### src/rtl/rst_seq_ctrl.sv
// Reset sequencer: holds all downstream domains in reset, then releases them
// one at a time in index order, waiting for each domain's ready acknowledge.
module rst_seq_ctrl #(
  parameter int NUM_DOMAINS = 3,
  parameter int IDX_W       = 2,
  parameter int DLY_W       = 8,
  parameter int HOLD_CYCLES = 16,
  parameter int TIMEOUT     = 255
) (
  input  logic                   clk,
  input  logic                   rst,
  input  logic                   soft_rst_req,
  input  logic [DLY_W-1:0]       dly_cfg,
  input  logic [NUM_DOMAINS-1:0] dom_ready,
  output logic [NUM_DOMAINS-1:0] dom_rst_n,
  output logic                   seq_busy,
  output logic                   seq_done,
  output logic                   fault,
  output logic [IDX_W-1:0]       fault_idx
);

  localparam int HOLD_W = (HOLD_CYCLES > 1) ? $clog2(HOLD_CYCLES) : 1;
  localparam int TO_W   = (TIMEOUT > 1) ? $clog2(TIMEOUT) : 1;

  localparam logic [2:0] S_HOLD  = 3'd0;
  localparam logic [2:0] S_GAP   = 3'd1;
  localparam logic [2:0] S_WAIT  = 3'd2;
  localparam logic [2:0] S_DONE  = 3'd3;
  localparam logic [2:0] S_FAULT = 3'd4;

  localparam logic [IDX_W-1:0]  IDX_LAST  = IDX_W'(NUM_DOMAINS - 1);
  localparam logic [HOLD_W-1:0] HOLD_LAST = HOLD_W'(HOLD_CYCLES - 1);
  localparam logic [TO_W-1:0]   TO_LAST   = TO_W'(TIMEOUT - 1);

  logic [2:0]             state, state_nx;
  logic [IDX_W-1:0]       idx, idx_nx;
  logic [HOLD_W-1:0]      hold_cnt, hold_nx;
  logic [DLY_W-1:0]       gap_cnt, gap_nx;
  logic [TO_W-1:0]        to_cnt, to_nx;
  logic [DLY_W-1:0]       d_lat;
  logic                   dlat_load;
  logic [NUM_DOMAINS-1:0] rst_n_nx;
  logic                   fault_nx;
  logic [IDX_W-1:0]       fidx_nx;
  logic [NUM_DOMAINS-1:0] rel_mask;
  logic                   ready_cur;

  // Decode the current domain index into a release mask and its ready bit
  always_comb begin
    rel_mask  = '0;
    ready_cur = 1'b0;
    for (int k = 0; k < NUM_DOMAINS; k++) begin
      if (idx == IDX_W'(k)) begin
        rel_mask[k] = 1'b1;
        ready_cur   = dom_ready[k];
      end
    end
  end

  always_comb begin
    state_nx  = state;
    idx_nx    = idx;
    hold_nx   = hold_cnt;
    gap_nx    = gap_cnt;
    to_nx     = to_cnt;
    rst_n_nx  = dom_rst_n;
    fault_nx  = fault;
    fidx_nx   = fault_idx;
    dlat_load = 1'b0;
    case (state)
      S_HOLD: begin
        if (hold_cnt == HOLD_LAST) begin
          state_nx  = S_GAP;
          idx_nx    = '0;
          gap_nx    = '0;
          dlat_load = 1'b1;
        end else begin
          hold_nx = hold_cnt + 1'b1;
        end
      end
      S_GAP: begin
        if (gap_cnt == d_lat) begin
          state_nx = S_WAIT;
          rst_n_nx = dom_rst_n | rel_mask;
          to_nx    = '0;
        end else begin
          gap_nx = gap_cnt + 1'b1;
        end
      end
      S_WAIT: begin
        if (ready_cur) begin
          if (idx == IDX_LAST) begin
            state_nx = S_DONE;
            rst_n_nx = '1;
          end else begin
            state_nx  = S_GAP;
            idx_nx    = idx + 1'b1;
            gap_nx    = '0;
            dlat_load = 1'b1;
          end
        end else if (to_cnt == TO_LAST) begin
          // Drop every domain back into reset so nothing runs half-initialised
          state_nx = S_FAULT;
          rst_n_nx = '0;
          fault_nx = 1'b1;
          fidx_nx  = idx;
        end else begin
          to_nx = to_cnt + 1'b1;
        end
      end
      S_DONE:  state_nx = S_DONE;
      S_FAULT: state_nx = S_FAULT;
      default: state_nx = S_HOLD;
    endcase
    if (soft_rst_req) begin
      state_nx  = S_HOLD;
      idx_nx    = '0;
      hold_nx   = '0;
      gap_nx    = '0;
      to_nx     = '0;
      rst_n_nx  = '0;
      fault_nx  = 1'b0;
      fidx_nx   = '0;
      dlat_load = 1'b0;
    end
  end

  // State/status register stage
  always_ff @(posedge clk) begin
    if (rst) begin
      state     <= S_HOLD;
      idx       <= '0;
      hold_cnt  <= '0;
      gap_cnt   <= '0;
      to_cnt    <= '0;
      dom_rst_n <= '0;
      seq_busy  <= 1'b1;
      seq_done  <= 1'b0;
      fault     <= 1'b0;
      fault_idx <= '0;
    end else begin
      state     <= state_nx;
      idx       <= idx_nx;
      hold_cnt  <= hold_nx;
      gap_cnt   <= gap_nx;
      to_cnt    <= to_nx;
      dom_rst_n <= rst_n_nx;
      seq_busy  <= (state_nx == S_HOLD) || (state_nx == S_GAP) || (state_nx == S_WAIT);
      seq_done  <= (state_nx == S_DONE);
      fault     <= fault_nx;
      fault_idx <= fidx_nx;
    end
  end

  // Gap length is a configuration value captured only on GAP entry
  always_ff @(posedge clk) begin
    if (dlat_load && !rst) d_lat <= dly_cfg;
  end

endmodule

### config.mk
export PLATFORM = sky130hd
export DESIGN_NAME = rst_seq_ctrl
export DESIGN_NICKNAME = d
export VERILOG_FILES = /design/src/rtl/rst_seq_ctrl.sv
export SDC_FILE = /design/constraint.sdc
export NUM_CORES = 1
export LEC_CHECK = 0
export CORE_ASPECT_RATIO = 0.75
export CORE_MARGIN = 3
export CORE_UTILIZATION = 40
export CTS_BUF_LIST = sky130_fd_sc_hd__clkbuf_2
export CTS_CLUSTER_DIAMETER = 40
export DETAILED_ROUTE_END_ITERATION = 10
export GPL_TIMING_DRIVEN = 1
export PLACE_DENSITY_LB_ADDON = 0.25
export SLEW_MARGIN = 30
export SYNTH_ARGS = -nofsm -noshare
export SYNTH_HDL_FRONTEND = slang
export SYNTH_SLANG_ARGS = --single-unit
### constraint.sdc
create_clock -name clk -period 2.86 [get_ports clk]
set_input_delay 0.286 -clock clk [delete_from_list [all_inputs] [get_ports clk]]
set_output_delay 0.286 -clock clk [all_outputs]
set_load 0.02 [all_outputs]
==> metrics, run 1 <==
outcome=finished clean; root buffer cell=clkbuf_2; RSZ-0062 raised after global routing=no; slew of the pin with the lowest slew margin=roughly 670 ps; DR iter-0 viols=152; Buf/Inv on CP=1; diode count=0; port bufs=21; Clk Latency, worst-skew pair=380 ps; VDD IR max=0.216 mV; max incr delay on CP=between 500 and 600 ps; commonest cells after routing, fill and taps aside=dfxtp_1, clkdlybuf4s50_1, a21oi_1; total negative setup slack=0 ps; FF+latch count, synth=41; initial antenna violation count=0; H-tree lvl count=2; Synth Flop Type=dfxtp_1; number of setup violations in the final report=0; core area=~0.0047 mm²; initial core utilization=between 40% and 50%; die area=about 0.0060 mm²; Power per Cell Area=370 mW/mm²; Via Count=1650; Clk pin slew, worst setup/hold paths=between 150 and 200 ps; GRT overflow=0; placed cell area=0.00229 mm²; critical-path cell list=inv_1 > ha_1 > nand3b_4 > a2111oi_4 > nor2_2 > or4_1 > a21oi_1; vias in the first global route=1428; clock sink count=41; Die Ht=67.8 µm; Mean Syn Cell Area=9.44 µm²; final worst path period share=around 84%; Max Clock Skew=4.93 ps; CTS resizes=0; CP Capture Type=register; Clock Path Buffers=2; Filler cells=477; CP Data Required Time=3190 ps; # DRC=0; Slew headroom=55.4%; first-pass GRT wire length=7010 µm; Max Fanout on Critical Path=10; nets@finish=260; Synth Cell Area=0.00204 mm²; dpl ws=between 400 and 500 ps; Top-Level Pins=22; Fin. Hold Viols=0; slowest cell on the critical path=a2111oi_4; largest net degree at the start of global routing=22; routability cong.=0.783; Worst setup SP type=register; Leak=0.768 nW; Routed Antenna Nets=0; Arr. time, crit path=2730 ps; TritonCTS Buffers=5; layout cells sized above 1=under 10%; most common cell after layout, fill and taps aside=dfxtp_1; Die Wd=88.4 µm; final WL=4150 µm; Yosys Warn Count=0; CTS tree=yes; sequential-to-total area share from yosys stat=between 40 and 50%; Crit Path Class=register to register; max-slew violations=0; Syn Inst Count=216; setup slack after layout=460 ps; drt pass-1 iters=4; CP delay by family, top=simple AND/OR/NAND/NOR gates; Final min period=2400 ps; Post-synth EDFFs=8; total track usage=approximately 15%; P&R area growth vs syn=14.3%; hold_buf cts=0; asr flop ratio synth=0%; Yosys cell types=49; routed length per instance=14.0 µm; DR vias/cell=roughly 5.6; std cell rows=21; syn_nets=237; DP HPWL=3120 µm; post-route cell area=approximately 0.0023 mm²; Worst Hold Class=input port to register; postcts setup bufs=0; MaxCap Viol Count=0; maximum clock rate=about 420 MHz; Worst R2R Setup Slack=460 ps
==> worst reg2reg max path: cells and delay by family (launching register included) <==
kind	cells	cell delay, ps
adder cells (fa/ha/maj)	1	240
AND/OR/NAND/NOR	3	900
AO/OA/AOI/OAI	2	690
buffers and inverters	1	90
flip-flops	1	440
==> layout make-up <==
class	count	area [µm²]	share of cell area [%]
clock buffer	5	25.0	1.07
clock inverter	3	12.5	0.537
inverter	9	33.8	1.45
multi-input combinational	160	1070	45.9
sequential	41	901	38.7
tap	57	71.3	3.06
timing repair buffer	22	218	9.34
==> synth_stat cells, types with 2 or more instances <==
master	count	area share, %
xnor2_1	11	4.7
inv_1	9	1.7
edfxtp_1	8	12
clkbuf_1	2	0.37
ha_1	7	4.3
or2_2	3	0.92
nand4_1	5	1.5
nor2_1	13	2.4
mux2i_1	2	0.98
o21a_1	3	1.1
o31ai_1	5	1.8
dfxtp_1	33	32
and3_1	3	0.92
a21oi_1	19	4.7
nor4_1	4	1.2
buf_4	3	1.1
a31oi_1	2	0.61
nor3b_1	2	0.74
nor3_1	10	2.5
or4_1	3	1.1
o211ai_1	6	2.2
or3_1	3	0.92
nand3_1	10	2.5
nand2_1	17	3.1
o21ai_0	9	2.2
==> path summary, 6_finish.rpt <==
kind | endpoint | cells after the start | from
worst max-delay path | gap_cnt[4]$_SDFFE_PP0P_ | 7 | idx[1]$_SDFFE_PP0P_
worst min-delay path | d_lat[7]$_DFFE_PP_ | 1 | dly_cfg[7]
worst max register to register | gap_cnt[4]$_SDFFE_PP0P_ | 7 | idx[1]$_SDFFE_PP0P_
worst min register to register | dom_rst_n[1]$_SDFFE_PP0P_ | 2 | dom_rst_n[1]$_SDFFE_PP0P_
==> power by group <==
group	leakage [nW]	total, mW	switching (mW)	internal (mW)
registers	0.338	0.592	0.00122	0.591
logic	0.402	0.0393	0.0183	0.0210
clock network	0.0278	0.232	0.178	0.0536
==> metal layers <==
metal	wire length (µm)	share of wire [%]	vias up	track usage, %
li1	-	-	849	-
met1	2290	55	745	24.2
met2	1560	38	49	19.6
met3	254	6.1	7	4.45
met4	51	1.2	0	5.09
met5	0	0	-	0
==> per-stage QoR <==
stage,util (%),hold slack (ps),power [mW],std cells
CTS,49.8,405,0.876,297
global route,49.8,369,0.909,297
detailed placement,49.0,438,0.643,289
global placement,49.0,433,0.643,289
floorplan,-,385,0.620,216
finish,49.8,432,0.863,297
==> cell families after synthesis <==
| group | synth area share, % |
|---|---|
| buffers and inverters | 3.38 |
| XOR/XNOR | 5.16 |
| AND/OR/NAND/NOR | 24.6 |
| flip-flops | 44.2 |
| multiplexers | 0.982 |
| adder cells (fa/ha/maj) | 4.30 |
| AO/OA/AOI/OAI | 17.4 |
==> flip-flops by register name, summed over array words and instances, names as in the netlist <==
register and cells:
seq_busy 1, hold_cnt 4, fault_idx 2, state 3, seq_done 1, to_cnt 8
fault 1, gap_cnt 8, d_lat 8, dom_rst_n 3, idx 2
(Power assumes the default switching activity.)
==> run 2: changes to the inputs <==
==> constraint.sdc (replaced) <==
create_clock -name clk -period 2.4 [get_ports clk]
set_input_delay 0.24 -clock clk [delete_from_list [all_inputs] [get_ports clk]]
set_output_delay 0.24 -clock clk [all_outputs]
set_load 0.02 [all_outputs]
==> metrics, run 2 (synthesized netlist as in run 1, its figures left out) <==
Die Ht=67.8 µm; VDD IR max=between 0.2 and 0.3 mV; # DRC=0; DP HPWL=3360 µm; Clk pwr share=40.0%; top flop regs=d_lat: 8 flops, gap_cnt: 8 flops, to_cnt: 8 flops; first-pass GRT wire length=7130 µm; clock sink count=41; Routed Antenna Nets=0; Via Count=1697; Hold Crit Start=dly_cfg[6]; Worst R2R Setup Slack=80 ps; port bufs=21; combinational power share=4.1%; total negative setup slack=0 ps; Layout Utilization=53.0%; Arr. time, crit path=approximately 2700 ps; Max Fanout on Critical Path=7; GRT overflow=0; RR Startpoint=idx[1]$_SDFFE_PP0P_; nets@finish=271; initial core utilization=around 44%; Filler cells=422; Worst Hold Class=input port to register; Top-Level Pins=22; hold_buf cts=0; FF-to-FF path depth=7; Power per Cell Area=508 mW/mm²; Clk Latency, worst-skew pair=390 ps; Max Clock Skew=around 17 ps; Worst Hold Endpoint=d_lat[6]$_DFFE_PP_; std cell rows=21; most common cell after layout, fill and taps aside=dfxtp_1; multi-input logic area=0.00108 mm²; Slew headroom=approximately 60%; placed cell area=0.00235 mm²; reg-to-reg critical path endpoint=gap_cnt[2]$_SDFFE_PP0P_; Reg area=~910 µm²; Int Power=1.01 mW; MaxCap Viol Count=0; switching share of total power=19.8%; vias in the first global route=between 1000 and 1500; diode count=0; slew of the pin with the lowest slew margin=a little over 600 ps; Clock Path Buffers=2; max-slew violations=0; die area=approximately 0.006 mm²; outcome=finished clean; final worst path period share=96.6%; drt pass-1 iters=4; Die Wd=88.4 µm; critical-path cell list=buf_4 > ha_1 > buf_4 > a2111oi_4 > o21ai_0 > or4b_1 > nand2_1; routed length per instance=14.7 µm; most frequent cell on the critical path=buf_4; final WL=4520 µm; initial antenna violation count=0; TritonCTS Buffers=5; routability cong.=0.807; layout cells sized above 1=14.3%; max incr delay on CP=520 ps; DR iter-0 viols=110; Clk pin slew, worst setup/hold paths=roughly 210 ps; H-tree lvl count=2; CTS tree=yes; largest net degree at the start of global routing=16; root buffer cell=clkbuf_2; Fin. Hold Viols=0; core area=0.00468 mm²; post-route cell area=0.00248 mm²; switching pwr=249 µW; P&R area growth vs syn=21.7%; total track usage=between 10% and 20%; Final min period=2320 ps; DR vias/cell=between 5 and 6; number of setup violations in the final report=0; Leak=0.853 nW; register share of total power=a little under three fifths; worst hold path depth=1; Crit Path Class=register to register; CP Capture Type=register; maximum clock rate=between 400 and 500 MHz; Worst setup SP type=register; CP Data Required Time=about 2700 ps; commonest cells after routing, fill and taps aside=dfxtp_1, clkdlybuf4s50_1, a21oi_1; slowest cell on the critical path=or4b_1
## run 2: worst max-delay path: cells and delay by family (launching register included)
kind / cells / cell delay, ps
DFF: 1 / 400
and+or+nand+nor: 2 / 600
adders and majority gates: 1 / 260
buffers and inverters: 2 / 310
AOI/OAI and AO/OA: 2 / 700
## run 2: power by group through the flow
stage | Clock (mW) | Sequential [mW] | Combinational (mW)
after floorplan | 0 | 0.719 | 0.0189
after global placement | 0 | 0.719 | 0.0507
after detailed placement | 0 | 0.720 | 0.0516
after CTS | 0.515 | 0.706 | 0.0521
after global routing | 0.544 | 0.705 | 0.0565
final | 0.504 | 0.704 | 0.0513
## run 2: repair_timing
| action | in CTS | in global routing |
|---|---|---|
| setup buffers | 0 | 3 |
| cloned | 0 | 0 |
| pin swaps | 1 | 2 |
| resized for setup | 0 | 7 |
| endpoints found under the setup margin | 2 | 14 |
## run 2: worst max path at each step
stage,end,cells after the start,startpoint
global placement,gap_cnt[7]$_SDFFE_PP0P_,7,idx[1]$_SDFFE_PP0P_
floorplan,d_lat[0]$_DFFE_PP_,6,idx[1]$_SDFFE_PP0P_
CTS,gap_cnt[7]$_SDFFE_PP0P_,7,idx[1]$_SDFFE_PP0P_
finish,gap_cnt[2]$_SDFFE_PP0P_,7,idx[1]$_SDFFE_PP0P_
detailed placement,gap_cnt[4]$_SDFFE_PP0P_,7,idx[1]$_SDFFE_PP0P_
global route,gap_cnt[2]$_SDFFE_PP0P_,7,idx[0]$_SDFFE_PP0P_
## run 2: per-stage QoR
stage | setup slack, ps | power [mW] | instances | hold WS [ps]
global route | -31.1 | 1.31 | 308 | 322
CTS | 43.9 | 1.27 | 305 | 341
finish | 80.4 | 1.26 | 308 | 371
detailed placement | 59.8 | 0.771 | 297 | 437
floorplan | 231 | 0.738 | 216 | 339
global placement | 132 | 0.770 | 297 | 433
## run 2: final cells by class
cell class | instances | area share, %
Multi-Input combinational cell | 160 | 43.5
Sequential cell | 41 | 36.5
Timing Repair Buffer | 33 | 12.1
Tap cell | 57 | 2.88
Clock inverter | 3 | 2.62
Inverter | 9 | 1.36
Clock buffer | 5 | 1.01
## run 2: routing by layer
| metal | track usage, % | wire length (µm) | part of all wire [%] |
|---|---|---|---|
| met1 | 24.3 | 2420 | 54 |
| met2 | 20.8 | 1860 | 41 |
| met3 | 4.09 | 210 | 4.6 |
| met4 | 4.53 | 35 | 0.77 |
| met5 | 0 | 0 | 0 |
